### src/rtl/lut_ram_loader_pkg.sv
// lut_ram_loader_pkg: state/mode enums and width helpers shared by the LUT RAM loader.
package lut_ram_loader_pkg;
  typedef enum logic [2:0] {IDLE, LOAD, FILL, VERIFY, DONE} state_t;
  typedef enum logic {MODE_LOAD, MODE_FILL} mode_t;
  function automatic int addr_w(input int depth);
    return $clog2(depth);
  endfunction
  function automatic int len_w(input int depth);
    return $clog2(depth) + 1;
  endfunction
endpackage

### src/rtl/lut_ram_loader.sv
// lut_ram_loader: LUT RAM write-port feeder (stream LOAD or constant FILL).
// LUT_RAM_LOADER_READBACK_EN adds a post-write VERIFY pass with rd_addr/rd_data/mismatch ports.
module lut_ram_loader
  import lut_ram_loader_pkg::*;
#(
  parameter int LUT_WIDTH = 32,
  parameter int LUT_DEPTH = 256,
  localparam int ADDR_W = addr_w(LUT_DEPTH),
  localparam int LEN_W = len_w(LUT_DEPTH)
) (
  input  logic                 clk,
  input  logic                 rst_n,
`ifdef LUT_RAM_LOADER_READBACK_EN
  output logic [ADDR_W-1:0]    rd_addr,
  input  logic [LUT_WIDTH-1:0] rd_data,
  output logic                 mismatch,
`endif
  input  logic                 start,
  input  logic                 mode,
  input  logic [ADDR_W-1:0]    base_addr,
  input  logic [LEN_W-1:0]     length,
  input  logic [LUT_WIDTH-1:0] fill_data,
  input  logic                 in_valid,
  input  logic [LUT_WIDTH-1:0] in_data,
  output logic                 in_ready,
  output logic                 wr_en,
  output logic [ADDR_W-1:0]    wr_addr,
  output logic [LUT_WIDTH-1:0] wr_data,
  output logic                 busy,
  output logic                 done
);
  state_t state, next;
  logic [LEN_W-1:0] len_q, count;
  logic [ADDR_W-1:0] cur_addr;
  logic [LUT_WIDTH-1:0] fill_q;
  logic accept, fire, last;
  function automatic logic [ADDR_W-1:0] inc(input logic [ADDR_W-1:0] a);
    return a == ADDR_W'(LUT_DEPTH - 1) ? '0 : a + 1'b1;
  endfunction
  // a start in the done cycle is treated as still belonging to the finished command
  assign accept = state == IDLE && start && !done;
  assign in_ready = state == LOAD && count < len_q;
  assign fire = (state == FILL && count < len_q) || (in_ready && in_valid);
  assign last = count == len_q - 1'b1;
  assign busy = state != IDLE;
`ifdef LUT_RAM_LOADER_READBACK_EN
  localparam state_t WR_END = VERIFY;
  logic [ADDR_W-1:0] base_q;
  mode_t mode_q;
  logic [LUT_WIDTH-1:0] shadow [LUT_DEPTH];
  logic [LUT_WIDTH-1:0] exp_q;
  logic cmp_valid, issue;
  // first VERIFY cycle still carries the last write; wait it out to avoid read-during-write
  assign issue = state == VERIFY && !wr_en;
  assign rd_addr = cur_addr;
  always_ff @(posedge clk)
    if (in_ready && in_valid) shadow[cur_addr] <= in_data;
`else
  localparam state_t WR_END = DONE;
`endif
  always_comb begin
    next = state;
    case (state)
      IDLE: next = !accept ? IDLE : length == '0 ? DONE : mode_t'(mode) == MODE_FILL ? FILL : LOAD;
      LOAD, FILL: next = fire && last ? WR_END : state;
`ifdef LUT_RAM_LOADER_READBACK_EN
      VERIFY: next = issue && last ? DONE : VERIFY;
`endif
      default: next = IDLE;
    endcase
  end
  always_ff @(posedge clk) begin
    if (!rst_n) begin
      state <= IDLE;
      len_q <= '0;
      count <= '0;
      cur_addr <= '0;
      fill_q <= '0;
      wr_en <= 1'b0;
      wr_addr <= '0;
      wr_data <= '0;
      done <= 1'b0;
`ifdef LUT_RAM_LOADER_READBACK_EN
      base_q <= '0;
      mode_q <= MODE_LOAD;
      exp_q <= '0;
      cmp_valid <= 1'b0;
      mismatch <= 1'b0;
`endif
    end else begin
      state <= next;
      done <= state == DONE;
      wr_en <= fire;
      if (accept) begin
        len_q <= length;
        fill_q <= fill_data;
        cur_addr <= base_addr;
        count <= '0;
      end
      if (fire) begin
        wr_addr <= cur_addr;
        wr_data <= state == FILL ? fill_q : in_data;
        cur_addr <= inc(cur_addr);
        count <= count + 1'b1;
      end
`ifdef LUT_RAM_LOADER_READBACK_EN
      if (accept) begin
        base_q <= base_addr;
        mode_q <= mode_t'(mode);
      end
      if (fire && last) begin
        cur_addr <= base_q;
        count <= '0;
      end
      if (issue) begin
        cur_addr <= inc(cur_addr);
        count <= count + 1'b1;
      end
      cmp_valid <= issue;
      exp_q <= mode_q == MODE_FILL ? fill_q : shadow[cur_addr];
      mismatch <= accept ? 1'b0 : mismatch | (cmp_valid && rd_data != exp_q);
`endif
    end
  end
endmodule

### config.mk
export PLATFORM = sky130hd
export DESIGN_NAME = lut_ram_loader
export DESIGN_NICKNAME = d
export VERILOG_FILES = /design/src/rtl/lut_ram_loader_pkg.sv /design/src/rtl/lut_ram_loader.sv
export SDC_FILE = /design/constraint.sdc
export NUM_CORES = 1
export LEC_CHECK = 0
export CAP_MARGIN = 20
export CELL_PAD_IN_SITES_DETAIL_PLACEMENT = 0
export CELL_PAD_IN_SITES_GLOBAL_PLACEMENT = 2
export CORE_ASPECT_RATIO = 1.75
export CORE_MARGIN = 2
export CORE_UTILIZATION = 28
export DETAILED_ROUTE_END_ITERATION = 16
export MAX_ROUTING_LAYER = met4
export PLACE_DENSITY = 0.92
export SETUP_SLACK_MARGIN = 0.15
export SYNTH_ARGS = -nofsm -noshare
export SYNTH_HDL_FRONTEND = slang
export SYNTH_SLANG_ARGS = --single-unit
### constraint.sdc
create_clock -name clk -period 3.1 [get_ports clk]
set_clock_uncertainty 0.2 [all_clocks]
set_input_delay 0.93 -clock clk [delete_from_list [all_inputs] [get_ports clk]]
set_output_delay 0.93 -clock clk [all_outputs]
set_load 0.005 [all_outputs]
After elaboration in Yosys (flattened, before gate mapping)

Cells that the tools add are included.

Register bits: 103
Input bits: 86
Output and inout port bits: 44
Word-level logic and storage cells: 43

Add/subtract/negate cells: 3
Magnitude comparators: 1
Equal/unequal tests: 6
Multiplexer cells: 11
Reductions and logical operators: 13

Operators by type and width:

| kind                                                 | number |
|---|---|
| 2-to-1 mux 32 bit                                    | 1 |
| 2-to-1 mux 8 bit                                     | 3 |
| 2-to-1 mux 9 bit                                     | 2 |
| adder 9 x 1 -> 9 bit (second input constant)         | 1 |
| equality test 9 bit                                  | 1 |
| zero test 9 bit                                      | 1 |
| < comparator 9 bit                                   | 1 |
| 2-to-1 mux 3 bit                                     | 3 |
| subtractor 9 x 1 -> 9 bit (second input constant)    | 1 |
| adder 8 x 1 -> 8 bit (second input constant)         | 1 |
| equality test 8 bit (second input constant)          | 1 |
| logical AND 1 bit                                    | 6 |
| one-hot mux 3 bit (2 select lines)                   | 1 |
| equality test 3 x 1 -> 1 bit (second input constant) | 1 |
| equality test 3 x 2 -> 1 bit (second input constant) | 1 |
| equality test 3 bit (second input constant)          | 1 |
| zero test 3 bit                                      | 1 |
| nonzero test 3 bit                                   | 1 |
| 2-to-1 mux 2 bit                                     | 1 |
| != test 2 bit (second input constant)                | 1 |
| nonzero test 2 bit                                   | 1 |
| OR reduction 2 bit                                   | 1 |
| zero test 1 bit                                      | 1 |
| logical OR 1 bit                                     | 1 |

Logic depth before layout (Yosys ltp)

Gate-level depths: netlist of run 1.

Depth in word-level cells: 7
Mapped depth: 11
Depth with buffers taken out: 8

Worst setup path before layout of run 1

Ideal clock, no wire load.

Path kind: register to output
Start: register len_q[1]
End: output port in_ready
Arrival: 1.350 ns
Data required time: 1.970 ns
Setup slack: 0.620 ns
Stages on the path, launching flop included: 7
Path buffers: 0
Path through: dfxtp_1 inv_1 ha_1 nor2b_1 o21ai_1 a221oi_2 nor2_1

Word-level cells in the longest chain between the ends: 2

RTL lines:

| item                     | line                 | source |
|---|---|---|
| start: declaration       | lut_ram_loader.sv:33 | `logic [LEN_W-1:0] len_q, count;` |
| start signal: assignment | lut_ram_loader.sv:95 | `len_q <= length;` |
| < comparator 9 bit       | lut_ram_loader.sv:42 | `assign in_ready = state == LOAD && count < len_q;` |
| logical AND 1 bit        | lut_ram_loader.sv:42 |  |
| end: declaration         | lut_ram_loader.sv:25 | `output logic in_ready,` |

Every way passes these cells.

Worst setup path in the final report of run 1

Same ends and word-level chain as after synthesis.

==> metrics.txt, run 1 <==
count of cell instances traversed by the critical path=7; Crit Reg-Reg Startpoint=len_q[1]; startpoint of the most critical hold path=fill_q[27]; antenna violations before repair=2; final HPWL from detailed placement=11.65 mm; main flop type after synthesis=sky130_fd_sc_hd__dfxtp_1; vias in the first global route=4610; share of the clock period used by the worst path after layout=just over 90%; number of enable-type register cells in the synthesized netlist=0; Layout Cells excl Fill=942; Storage cell area=2078 um^2; Pre-Repair DR Iteration Count=4; leading cell type in the layout, fill and taps excluded=sky130_fd_sc_hd__clkdlybuf4s50_1; std cell rows=63; area growth from synthesis to layout=43.57%; Met2 Wirelength=between 8 and 9 mm; final count of negative-setup-slack endpoints=0; Setup TNS Final=0 ns; Achievable Freq=347.3 MHz; required time of the critical path=between 1.5 and 2 ns; cell with the largest stage delay on the worst path=sky130_fd_sc_hd__dfxtp_2; layout filler cell count=around 1700; area of the die=18210 um^2; total non-filler cell area in the finished layout=approximately 6900 um^2; CTS tree=built; final wirelength=15.55 mm; Cell Area, Synth=4790 um^2; total area of multi-input combinational cells=about 2600 um^2; proportion of register bits with asynchronous set or reset after synthesis=0%; switching power of the nets=around 950 uW; share of the core filled with cells=40.77%; switch share=26.65%; Worst Max-Slew Pin Slew=0.7116 ns; largest stage delay on the critical path=~0.35 ns; number of cells after detailed placement=between 900 and 1000; area post-placement=6440 um^2; total number of vias=4600; post-synthesis cell count=580; Avg Vias per Cell=about 5; Antenna Violating Nets Remaining=0; clock latency reported for the late side of the worst-skew pair=0.34 ns; endpoint of the lowest-slack register-to-register path=count[4]; proportion of power drawn by combinational gates=a little over a fifth; maximum fanout count along the critical path=2; post-route minimum period=2.880 ns; Hold Buf Count CTS=0; number of warnings printed during yosys synthesis=0; count of state elements after synthesis=about 100; Final Hold Violating Endpoints=0; classification of the worst setup path=register to primary output; syn_nets=678; Relative slew margins=52.12%; total leakage power=roughly 0.0024 uW; ports placed on the boundary=130; ratio of cells with drive above 1 in the final layout=10.80%; max cap viols=0; internal power=2622 uW; violation count after the first detailed-route iteration=131; final weighted congestion in routability-driven placement=0.8552; Buffers on Ports=between 100 and 150; slack of the worst reg-to-reg path=0.43 ns; routed length per instance=16.51 um; Sequential Power Share=42.0%; critical path data arrival time=1.75 ns; RSZ-0062 raised after global routing=yes; maximum ir drop on the vdd rail=0.2805 mV; maximum number of pins on one net before global-route repair=46; CP endpoint=in_ready; total CTS buffers=9; clock sinks=103; GRT Resource Usage Total=between 10% and 20%; area of the core region=~17000 um^2; global-route wire length before repair=23.58 mm; top sig layer=met4; DRC violations left=0; sequential fraction of the synthesis area=around 43%; maximum clock path buffer count=2; height of the die=177.0 um; worst hold-check path type=register to register; number of cells traversed by the worst register-to-register path=11; routed metal-1 wirelength=approximately 5.6 mm; met3 wirelength from detailed routing=455 um; Critical Path Source Type=register; root buffer cell=sky130_fd_sc_hd__clkbuf_16; Worst Setup End Kind=primary output; fin nets=806; depth of the CTS H-tree=3; grt ovf=0; clock slew at the register clock pins of the worst setup and hold paths=0.07 ns; Crit path buffers/inverters=2; most frequent cells in the layout=sky130_fd_sc_hd__clkdlybuf4s50_1 (128), sky130_fd_sc_hd__nand2_1 (121), sky130_fd_sc_hd__dfxtp_1 (92), sky130_fd_sc_hd__a21oi_1 (56), sky130_fd_sc_hd__nor2_1 (45); crit-path cells=inv_2, ha_4, nor2b_4, o21ai_2, a221oi_2, nor2_1, buf_2; source of the critical timing path=len_q[1]; Worst path top cell family by delay=compound AO/OA/AOI/OAI gates; die outline width=roughly 100 um; share of power burned in the clock network=36.4%; unique cell type count in the Yosys netlist=56; power density over cell area=519.8 nW/um^2; status=completed; count of pins over their slew limit=0; initial cell density of the core=approximately 28%; Post-Syn Area per Cell=roughly 8.3 um^2
-- cell type report --
class	count	area share [%]
antenna	2	0.07278
clock buffer	11	3.384
clock inverter	5	1.547
inverter	14	0.7642
multi-input combinational	422	37.28
sequential	103	30.22
tap	227	4.130
timing repair buffer	158	22.60
-- tightest hold or removal path: cells and delay by family, from the launching register on --
kind	cells	cell delay, ns
AOI/OAI and AO/OA	1	0.05
DFF	1	0.31
and+or+nand+nor	1	0.05
-- per-stage QoR --
step | power, uW | hold slack, ns | setup slack [ns]
2_1_floorplan | 1911 | 0.2360 | 0.6204
3_3_place_gp | 2277 | 0.2428 | 0.05049
3_5_place_dp | 2295 | 0.2493 | 0.03714
4_1_cts | 3603 | 0.2588 | 0.1775
5_1_grt | 3739 | 0.2746 | 0.1419
6_report | 3574 | 0.2572 | 0.2204
-- timing repair --
item,CTS,global route
buffers inserted,2,0
pin swaps,2,3
hold endpoints to repair,0,0
resized for setup,15,12
setup endpoints to repair,1,8
-- power groups by stage --
stage	logic, uW	registers [uW]	clock network [uW]
5_1_grt	840	1520	1380
3_3_place_gp	748	1530	0
6_report	770	1500	1300
2_1_floorplan	390	1520	0
3_5_place_dp	762	1530	0
4_1_cts	772	1500	1330
-- state kept, by name, indices dropped and copies added, names as in the netlist --
signal	cells
fill_q	32
wr_data	32
count	9
len_q	9
cur_addr	8
wr_addr	8
state	3
done	1
wr_en	1
-- kinds of logic after synthesis --
logic type / Yosys count / synth area share [%]
compound gates: 129 / 17.32
xor+xnor: 12 / 2.195
fa+ha+maj: 12 / 3.135
buf+inv: 55 / 5.146
flops: 103 / 43.05
mux: 33 / 6.897
simple gates: 236 / 22.26
-- layer usage --
metal  track usage, %  vias to the layer above
li1                 -                     2271
met1            17.04                     2178
met2            32.19                      112
met3            2.607                       39
met4            9.485                        0
met5                -                        -
-- how the worst min path moves through the flow --
| stage | to | cells after the start |
|---|---|---|
| after floorplan | fill_q[0] | 2 |
| after global placement | fill_q[11] | 2 |
| after detailed placement | fill_q[25] | 2 |
| after CTS | fill_q[1] | 2 |
| after global routing | fill_q[8] | 2 |
| final | fill_q[27] | 2 |
-- cell usage after synthesis (2+ instances only) --
| master | instances | share of area (%) |
|---|---|---|
| sky130_fd_sc_hd__nor3b_2 | 2 | 0.52 |
| sky130_fd_sc_hd__a21boi_0 | 2 | 0.31 |
| sky130_fd_sc_hd__nand3_1 | 15 | 1.6 |
| sky130_fd_sc_hd__xor2_1 | 3 | 0.55 |
| sky130_fd_sc_hd__a31oi_1 | 4 | 0.52 |
| sky130_fd_sc_hd__dfxtp_1 | 103 | 43 |
| sky130_fd_sc_hd__a211oi_1 | 35 | 5.5 |
| sky130_fd_sc_hd__o22ai_1 | 3 | 0.39 |
| sky130_fd_sc_hd__nor3_1 | 9 | 0.94 |
| sky130_fd_sc_hd__o21a_1 | 4 | 0.63 |
| sky130_fd_sc_hd__clkbuf_1 | 26 | 2.0 |
| sky130_fd_sc_hd__o21ai_0 | 3 | 0.31 |
| sky130_fd_sc_hd__and3_1 | 7 | 0.91 |
| sky130_fd_sc_hd__o21ai_1 | 4 | 0.42 |
| sky130_fd_sc_hd__ha_1 | 12 | 3.1 |
| sky130_fd_sc_hd__a21oi_1 | 56 | 5.9 |
| sky130_fd_sc_hd__nor2_2 | 2 | 0.26 |
| sky130_fd_sc_hd__nor2b_1 | 5 | 0.65 |
| sky130_fd_sc_hd__nor4_1 | 3 | 0.39 |
| sky130_fd_sc_hd__nand2b_1 | 2 | 0.26 |
| sky130_fd_sc_hd__nand4_1 | 5 | 0.65 |
| sky130_fd_sc_hd__buf_2 | 11 | 1.1 |
| sky130_fd_sc_hd__xnor2_1 | 9 | 1.6 |
| sky130_fd_sc_hd__a22oi_1 | 2 | 0.31 |
| sky130_fd_sc_hd__nor2_1 | 45 | 3.5 |
| sky130_fd_sc_hd__inv_1 | 13 | 1.0 |
| sky130_fd_sc_hd__or3_1 | 6 | 0.78 |
| sky130_fd_sc_hd__nor3b_1 | 4 | 0.63 |
| sky130_fd_sc_hd__a311oi_1 | 2 | 0.37 |
| sky130_fd_sc_hd__mux2i_1 | 33 | 6.9 |
| sky130_fd_sc_hd__o31a_1 | 3 | 0.55 |
| sky130_fd_sc_hd__buf_6 | 3 | 0.71 |
| sky130_fd_sc_hd__nand2_1 | 121 | 9.5 |
Power figures use the tool's default switching activity.
==> inputs of run 2 (changes only) <==
--- a/config.mk
+++ b/config.mk
@@ -13,5 +13,6 @@
 export CORE_UTILIZATION = 28
+export CTS_CLUSTER_SIZE = 12
 export DETAILED_ROUTE_END_ITERATION = 16
 export MAX_ROUTING_LAYER = met4
-export PLACE_DENSITY = 0.92
+export PLACE_DENSITY = 0.79
 export SETUP_SLACK_MARGIN = 0.15
--- a/constraint.sdc
+++ b/constraint.sdc
@@ -4,2 +4,2 @@
 set_output_delay 0.93 -clock clk [all_outputs]
-set_load 0.005 [all_outputs]
+set_load 0.02 [all_outputs]
==> run 2 against run 1 <==
Against the previous run: die area stayed put; clock power is 15% lower; hold slack worse by 0.0017 ns; maximum frequency is 1.4% higher; combinational power is 9.6% higher; largest cell class unchanged; sequential power hardly changed; sequential cell count stayed put; critical path depth stayed put; critical endpoint unchanged; count of clock-buffer cells in the layout is 1 lower.
==> metrics.txt, run 2 (synthesis gave the netlist of run 1 again) <==
Achievable Freq=352.3 MHz; root buffer cell=sky130_fd_sc_hd__clkbuf_16; Antenna Violating Nets Remaining=0; startpoint of the most critical hold path=fill_q[5]; DRC violations left=0; share of the clock period used by the worst path after layout=91.57%; depth of the CTS H-tree=3; global-route layer with the greatest usage=met2; Crit Reg-Reg Startpoint=len_q[0]; maximum clock path buffer count=2; total CTS buffers=9; final count of negative-setup-slack endpoints=0; Worst Setup End Kind=primary output; violation count after the first detailed-route iteration=167; slack of the worst reg-to-reg path=0.43 ns; Setup TNS Final=0 ns; grt ovf=0; maximum ir drop on the vdd rail=around 0.23 mV; CTS tree=built; met3 capacity usage during global routing=under 10%; met1 track utilization from global routing=17.41%; final weighted congestion in routability-driven placement=0.8716; RSZ-0062 raised after global routing=no; total area of multi-input combinational cells=2534 um^2; Buffers on Ports=129; final wirelength=15.49 mm; number of cells after detailed placement=just over 900; ratio of cells with drive above 1 in the final layout=10.06%; Overall Power=roughly 3500 uW; Hold Buf Count CTS=0; Global Route met2 Usage=about a third; status=completed; ports placed on the boundary=130; Worst Max-Slew Pin Slew=0.6151 ns; Relative slew margins=58.99%; total leakage power=0.002435 uW; required time of the critical path=1.97 ns; area growth from synthesis to layout=42.74%; area of the die=18210 um^2; max cap viols=0; antenna violations before repair=1; maximum number of pins on one net before global-route repair=51; Worst Slack Setup Final=0.2613 ns; final HPWL from detailed placement=11.62 mm; most frequent cells in the layout=sky130_fd_sc_hd__clkdlybuf4s50_1 (128), sky130_fd_sc_hd__nand2_1 (121), sky130_fd_sc_hd__dfxtp_1 (99), sky130_fd_sc_hd__a21oi_1 (56), sky130_fd_sc_hd__nor2_1 (45); clock latency reported for the late side of the worst-skew pair=0.35 ns; routed length per instance=16.39 um; initial cell density of the core=28.39%; die outline width=102.9 um; classification of the worst setup path=register to primary output; clock slew at the register clock pins of the worst setup and hold paths=0.07 ns; total number of vias=4577; area of the core region=16870 um^2; Storage cell area=approximately 2100 um^2; height of the die=approximately 180 um; Critical Path Source Type=register; Avg Vias per Cell=just under 5; fin nets=809; global-route wire length before repair=23.98 mm; maximum fanout count along the critical path=3; Final Hold Violating Endpoints=0; count of pins over their slew limit=0; std cell rows=63; GRT Resource Usage Total=17.80%; worst hold-check path type=register to register; vias in the first global route=4706; post-route minimum period=about 2.8 ns; clock sinks=103; worst slack after detailed placement=0.06498 ns; power density over cell area=505.3 nW/um^2; critical path data arrival time=between 1.5 and 2 ns; leading cell type in the layout, fill and taps excluded=sky130_fd_sc_hd__clkdlybuf4s50_1; layout filler cell count=1764; Layout Cells excl Fill=945; source of the critical timing path=len_q[7]; Top Registers=fill_q: 32 flops, wr_data: 32 flops; Pre-Repair DR Iteration Count=4
[run 2: worst paths after layout]
| path | depth (start not counted) | to |
|---|---|---|
| max | 7 | in_ready |
| min | 2 | fill_q[5] |
| max reg2reg | 9 | state[0] |
| min reg2reg | 2 | fill_q[5] |
[run 2: layout make-up]
| type | instances | share of cell area (%) |
|---|---|---|
| repair buffers | 161 | 23.46 |
| multi-input cells | 422 | 37.06 |
| clock buffers | 10 | 3.496 |
| flip-flops and latches | 103 | 30.27 |
| inverters | 14 | 0.7687 |
| clock inverters | 6 | 0.7138 |
| diodes | 2 | 0.07321 |
| well taps | 227 | 4.154 |
[run 2: per-layer routing]
metal	up-vias	share of wire [%]
met5	-	0
met4	0	4.7
met3	28	2.1
met2	104	57
met1	2164	36
li1	2281	-
[run 2: per-stage QoR]
step | instance area [um^2] | hold WS, ns | util, %
global route | 6834 | 0.2702 | 40.51
finish | 6837 | 0.2556 | 40.53
CTS | 6787 | 0.2564 | 40.23
global placement | 6502 | 0.2445 | 38.55
floorplan | 4790 | 0.2360 | -
detailed placement | 6502 | 0.2470 | 38.55
[run 2: what timing repair did]
action | CTS | global route
endpoints found under the hold margin | 0 | 0
gates resized for setup | 5 | 12
setup endpoints to repair | 1 | 2
setup buffers | 0 | 0
pin swaps | 0 | 2
[run 2: worst max-delay path, stage by stage, from the launching register on]
cell	delay, ns
sky130_fd_sc_hd__dfxtp_2	0.35
sky130_fd_sc_hd__inv_1	0.08
sky130_fd_sc_hd__ha_4	0.25
sky130_fd_sc_hd__a41o_1	0.22
sky130_fd_sc_hd__a21oi_2	0.12
sky130_fd_sc_hd__nand2_1	0.07
sky130_fd_sc_hd__nor2_1	0.11
sky130_fd_sc_hd__buf_4	0.15
[run 2: power breakdown]
| group | internal, uW | switching, uW | leakage (uW) | total, uW |
|---|---|---|---|---|
| Clock | 579 | 531 | 0.000144 | 1110 |
| Combinational | 406 | 438 | 0.00145 | 844 |
| Sequential | 1430 | 71.7 | 0.000844 | 1500 |
| Total | 2410 | 1040 | 0.00244 | 3450 |
